==> src/rtl/stack_cpu_core.sv <==
// ============================================================================
// Module   : stack_cpu_core
// Purpose  : 4-bit-opcode stack CPU with a scratch register, a data stack and
//            sticky fault detection. It fetches from a sync-read instruction memory.
// Revision : 1.0
// ============================================================================
`default_nettype none

module stack_cpu_core #(
    parameter int   DATA_W      = 32,
    parameter int   IMEM_AW     = 11,
    parameter int   STACK_DEPTH = 16,
    parameter logic LED_INIT    = 1'b1
) (
    input  logic                         CLK,
    input  logic                         RST,
    output logic [IMEM_AW-1:0]           imem_addr,
    input  logic [31:0]                  imem_data,
    output logic                         LED,
    output logic                         halted,
    output logic [1:0]                   fault,
    output logic [$clog2(STACK_DEPTH):0] sp_dbg,
    output logic [DATA_W-1:0]            scratch_dbg
);

    localparam int                 IDX_W   = $clog2(STACK_DEPTH);
    localparam int                 SP_W    = IDX_W + 1;
    localparam logic [SP_W-1:0]    SP_FULL = SP_W'(STACK_DEPTH);
    localparam logic [SP_W-1:0]    SP_ONE  = SP_W'(1);
    localparam logic [IDX_W-1:0]   IDX_ONE = IDX_W'(1);
    localparam logic [IMEM_AW-1:0] PC_ONE  = IMEM_AW'(1);

    typedef enum logic [1:0] {
        S_FETCH = 2'd0,
        S_EXEC  = 2'd1,
        S_WAIT  = 2'd2,
        S_STOP  = 2'd3
    } state_t;

    state_t              state_q, state_d;
    logic [IMEM_AW-1:0]  pc_q, pc_d;
    logic [DATA_W-1:0]   scratch_q, scratch_d;
    logic [SP_W-1:0]     sp_q, sp_d;
    logic                led_q, led_d;
    logic                halted_q, halted_d;
    logic [1:0]          fault_q, fault_d;
    logic [27:0]         cnt_q, cnt_d;
    logic [DATA_W-1:0]   stack_q [STACK_DEPTH];

    logic [3:0]          w_op;
    logic [DATA_W-1:0]   w_imm;
    logic [IMEM_AW-1:0]  w_imm_pc;
    logic [IMEM_AW-1:0]  w_pc_inc;
    logic [IDX_W-1:0]    w_pop_idx;
    logic                w_push;

    assign w_op      = imem_data[31:28];
    assign w_imm_pc  = imem_data[IMEM_AW-1:0];
    assign w_pc_inc  = pc_q + PC_ONE;
    // Wraps to D-1 when sp==D, which is exactly the top entry of a full stack.
    assign w_pop_idx = sp_q[IDX_W-1:0] - IDX_ONE;

    // Immediate is zero-extended or truncated to the datapath width.
    if (DATA_W > 28) begin : g_imm_ext
        assign w_imm = {{(DATA_W-28){1'b0}}, imem_data[27:0]};
    end else if (DATA_W == 28) begin : g_imm_eq
        assign w_imm = imem_data[27:0];
    end else begin : g_imm_trunc
        assign w_imm = imem_data[DATA_W-1:0];
    end

    always_comb begin
        state_d   = state_q;
        pc_d      = pc_q;
        scratch_d = scratch_q;
        sp_d      = sp_q;
        led_d     = led_q;
        halted_d  = halted_q;
        fault_d   = fault_q;
        cnt_d     = cnt_q;
        w_push    = 1'b0;
        case (state_q)
            S_FETCH: state_d = S_EXEC;
            S_EXEC: begin
                state_d = S_FETCH;
                pc_d    = w_pc_inc;
                case (w_op)
                    4'h0: ;
                    4'h1: begin
                        cnt_d   = imem_data[27:0];
                        state_d = S_WAIT;
                    end
                    4'h2: led_d = imem_data[0];
                    4'h3: pc_d = w_imm_pc;
                    4'h4: scratch_d = scratch_q - w_imm;
                    4'h5: if (scratch_q != '0) pc_d = pc_q - w_imm_pc;
                    4'h6: scratch_d = w_imm;
                    4'h7: begin
                        if (sp_q == '0) begin
                            fault_d[1] = 1'b1;
                            halted_d   = 1'b1;
                            pc_d       = pc_q;
                            state_d    = S_STOP;
                        end else begin
                            scratch_d = stack_q[w_pop_idx];
                            sp_d      = sp_q - SP_ONE;
                        end
                    end
                    4'h8: begin
                        if (sp_q == SP_FULL) begin
                            fault_d[0] = 1'b1;
                            halted_d   = 1'b1;
                            pc_d       = pc_q;
                            state_d    = S_STOP;
                        end else begin
                            w_push = 1'b1;
                            sp_d   = sp_q + SP_ONE;
                        end
                    end
                    4'h9: scratch_d = scratch_q + w_imm;
                    4'hA: if (scratch_q == '0) pc_d = pc_q + w_imm_pc;
                    4'hF: begin
                        halted_d = 1'b1;
                        pc_d     = pc_q;
                        state_d  = S_STOP;
                    end
                    default: begin
                        fault_d[1] = 1'b1;
                        halted_d   = 1'b1;
                        pc_d       = pc_q;
                        state_d    = S_STOP;
                    end
                endcase
            end
            S_WAIT: begin
                if (cnt_q == '0) state_d = S_FETCH;
                else             cnt_d   = cnt_q - 28'd1;
            end
            S_STOP: ;
            default: state_d = S_FETCH;
        endcase
    end

    always_ff @(posedge CLK or posedge RST) begin
        if (RST) begin
            state_q   <= S_FETCH;
            pc_q      <= '0;
            scratch_q <= '0;
            sp_q      <= '0;
            led_q     <= LED_INIT;
            halted_q  <= 1'b0;
            fault_q   <= '0;
            cnt_q     <= '0;
        end else begin
            state_q   <= state_d;
            pc_q      <= pc_d;
            scratch_q <= scratch_d;
            sp_q      <= sp_d;
            led_q     <= led_d;
            halted_q  <= halted_d;
            fault_q   <= fault_d;
            cnt_q     <= cnt_d;
        end
    end

    // Stack storage is deliberately unreset.
    always_ff @(posedge CLK) begin
        if (w_push) stack_q[sp_q[IDX_W-1:0]] <= scratch_q;
    end

    assign imem_addr   = pc_q;
    assign LED         = led_q;
    assign halted      = halted_q;
    assign fault       = fault_q;
    assign sp_dbg      = sp_q;
    assign scratch_dbg = scratch_q;

endmodule

`default_nettype wire

==> config.mk <==
export PLATFORM = sky130hd
export DESIGN_NAME = stack_cpu_core
export DESIGN_NICKNAME = d
export VERILOG_FILES = /design/src/rtl/stack_cpu_core.sv
export SDC_FILE = /design/constraint.sdc
export NUM_CORES = 1
export LEC_CHECK = 0
export CORE_ASPECT_RATIO = 1.1
export CORE_MARGIN = 2
export CORE_UTILIZATION = 50
export DETAILED_ROUTE_END_ITERATION = 10
export GPL_ROUTABILITY_DRIVEN = 0
export MAX_ROUTING_LAYER = met4
export PLACE_DENSITY = 0.69
export SLEW_MARGIN = 20
export SYNTH_ARGS = -nofsm -noshare
export SYNTH_HDL_FRONTEND = slang
export SYNTH_SLANG_ARGS = --single-unit
==> constraint.sdc <==
create_clock -name CLK -period 6.2 [get_ports CLK]
set_input_delay 1.55 -clock CLK [delete_from_list [all_inputs] [get_ports CLK]]
set_output_delay 1.55 -clock CLK [all_outputs]
set_load 0.05 [all_outputs]
==> impl_metrics.yaml <==
worst_setup_path:
  worstSetupPathType: "in2reg"
  cp_max_fo: 6
  cp.buffers_inverters: 1
  cp-start-kind: "input port"
  arrival_ns: 6.03
  slowest_delay_ns: 0.49
  crit_slowest_cell: "clkdlybuf4s50_1"
  cp_data_required_time_ns: 6.69
  endpoint_kind: "flop"
  cp_cell_sequence: "clkdlybuf4s50_1 > nor3_2 > nand2_1 > nor3_2 > nand2_1 > or3_1 > or4_4 > o31ai_1 > xnor2_1 > ha_1 > nand4_1 > or2_2 > nor4b_1 > o21ai_0 > a21oi_1 > xnor2_2 > nor4_1 > nand4b_1"
  crit_family: "simple AND/OR/NAND/NOR gates"
pwr:
  swShare_pct: 20.4
  ir_drop_mv: 0.222
  leakage_nw: 12.4
  internal-power_mw: 6.61
  seqPwrFrac_pct: 51.6
  p_clk_share_pct: 45.2
  power_density_nw_per_um2: 262
  combPwrFrac_pct: 3.2
  switchingPower_mw: 1.70
cells_and_area:
  num_antenna_cells: 0
  final_cell_mix: "edfxtp_1 (512), mux4_2 (128), a21oi_1 (120), nand2_1 (109)"
  drive_above_1_share_pct: 17.1
  final_cells: 2757
  finalNetCount: 2075
  final_common_cell: "edfxtp_1"
  final_area_sq_um: 31700
  synthToLayoutAreaGrowth_pct: 15.1
cts:
  clkTransAtPathRegs_ns: 0.07
  clock_sinks: 594
  cts_tree: "built"
  post_cts.resized_instances: 0
  postCtsHoldBufs: 0
  root_buffer: "clkbuf_16"
  cts_setup_buffers: 0
  htreeDepth: 2
  clk_latency_ns: 0.62
  clock_path_buffers: 3
  numCtsBuffers: 58
timing:
  grt_setup_unrepaired: "no"
  setup_ws_ns: 0.664
  drv_slew: 0
  setup_viol: 0
  period_needed_ns: 5.54
  max_freq_mhz: 181
  timing.setup.tns_ns: 0
  skew_ns: 0.0160
  hold_viol: 0
  slew_headroom_pct: 30.7
  fin_crit_sh_pct: 89.3
  tightest_slew_ns: 1.04
place:
  io_buffers: 85
  dp_slack_ns: 0.150
  numPlacedInstances: 2647
  place_area_sq_um: 29700
  dp_hpwl_mm: 45.1
drt:
  vias: 17400
  drc_errors: 0
  first_pass_iters: 5
  drtIter0Drc: 1802
  viasPerCell: 6.31
  drtAntennaViolNets: 0
  wirelength_mm: 71.4
  routedWlPerCell_um: 25.9
floorplan:
  coreArea_sq_um: 54700
  die_w_um: 228
  std_cell_rows: 90
  start_util_pct: 50.4
  io_pins: 86
  die-height_um: 250
  die_area_sq_um: 57000
logic_synthesis:
  synth_cells: 1851
  synth-edff-count: 512
  synth_nets: 1955
  ys_seq_area_share_pct: 63.2
  synth-seq-cells: 594
  synthFlopType: "edfxtp_1"
  synth-simple-area-share_pct: 6.49
  synth_area_sq_um: 27600
  yosysUniqueCellTypes: 81
  synth_compound_area_share_pct: 10.0
  ys_async_sr_fraction_pct: 13.8
  synth_top_area_cell: "edfxtp_1"
  yosysTopAreaCellShare_pct: 55.8
  synth_top_family_by_area: "multiplexers"
  synthAdderAreaFrac_pct: 3.29
  synth_area_leaders: "edfxtp_1 (56%), mux4_2 (10%), dfrtp_1 (7.4%), ha_1 (3.0%), a21oi_1 (2.2%)"
  synthXorXnorAreaFrac_pct: 2.54
  synth.yosys.warnings: 0
  synth_mux_area_share_pct: 12.1
  avgSynthCellArea_sq_um: 14.9
global_routing:
  grt_max_degree: 88
  track_usage_pct: 25.7
  grt_overflow_total: 0
  grt_pass1_vias: 17400
  grt_pass1_wl_mm: 107
  grt_antenna_before_repair: 1
status:
  status: "completed"
hold_path:
  min_path_type: "reg2reg"
flow_run:
  max_cap_violations: 0
==> path summary, 6_finish.rpt <==
path                       slack [ns]                           to  depth (start not counted)                  startpoint
max reg2reg                      2.44  scratch_dbg[30]$_DFFE_PP0P_                         13  scratch_dbg[0]$_DFFE_PP0P_
min in group asynchronous        1.32    imem_addr[10]$_DFFE_PP0P_                          2                         RST
max                              0.66  scratch_dbg[31]$_DFFE_PP0P_                         18               imem_data[14]
min                              0.48           halted$_DFFE_PP0P_                          1          halted$_DFFE_PP0P_
max in group asynchronous        3.72        cnt_q[20]$_DFFE_PP0P_                          3                         RST
min reg2reg                      0.48           halted$_DFFE_PP0P_                          1          halted$_DFFE_PP0P_
==> cell usage after synthesis (all sizes together), types with 18 or more instances <==
cell      n
a211oi   51
a21o     20
a21oi   120
a222oi   24
buf      30
clkbuf   63
dfrtp    81
edfxtp  512
ha       66
inv      60
mux2i    40
mux4    128
nand2   109
nand3    18
nor2     77
nor2b    39
nor3     36
o21ai    91
xnor2    55
xor2     24
==> sequential cells by signal, indices dropped and copies added (netlist names) <==
signal	count
LED	1
cnt_q	28
fault	2
halted	1
imem_addr	11
scratch_dbg	32
sp_dbg	5
stack_q	512
state_q	2
==> area by class of cell <==
| type | instances | area [sq um] |
|---|---|---|
| clock buffers | 73 | 1570 |
| clock inverters | 37 | 475 |
| fillers | 4183 | 23000 |
| inverters | 60 | 226 |
| multi-input cells | 1104 | 9660 |
| flip-flops and latches | 594 | 17400 |
| well taps | 736 | 921 |
| repair buffers | 153 | 1450 |
==> cells by family (layout without fill, tap and decap cells) <==
kind of cell,Yosys count,in the layout
DFF,594,594
AOI/OAI and AO/OA,420,420
and+or+nand+nor,362,362
muxes,173,173
buffers and inverters,153,323
xor gates and xnor gates,79,79
adders and majority gates,70,70
==> routing by layer <==
metal / GRT usage (%) / part of all wire (%)
met5: - / 0
met4: 10.4 / 4.0
met3: 3.49 / 6.6
met2: 41.9 / 49
met1: 32.8 / 40
==> power by group through the flow <==
| stage | registers (mW) | logic (mW) | clock network [mW] |
|---|---|---|---|
| after detailed placement | 4.37 | 0.259 | 0 |
| after global routing | 4.28 | 0.287 | 3.96 |
| after CTS | 4.28 | 0.261 | 3.81 |
| after global placement | 4.37 | 0.256 | 0 |
| after floorplan | 4.37 | 0.153 | 0 |
| final | 4.28 | 0.266 | 3.76 |
==> through the flow <==
step	total power, mW	hold slack (ns)	util [%]
6_report	8.31	0.483	58.0
5_1_grt	8.53	0.497	58.0
3_3_place_gp	4.62	0.454	54.2
2_1_floorplan	4.52	0.467	-
3_5_place_dp	4.63	0.468	54.2
4_1_cts	8.36	0.483	58.0
No activity file was read; power rests on OpenSTA's default activity.
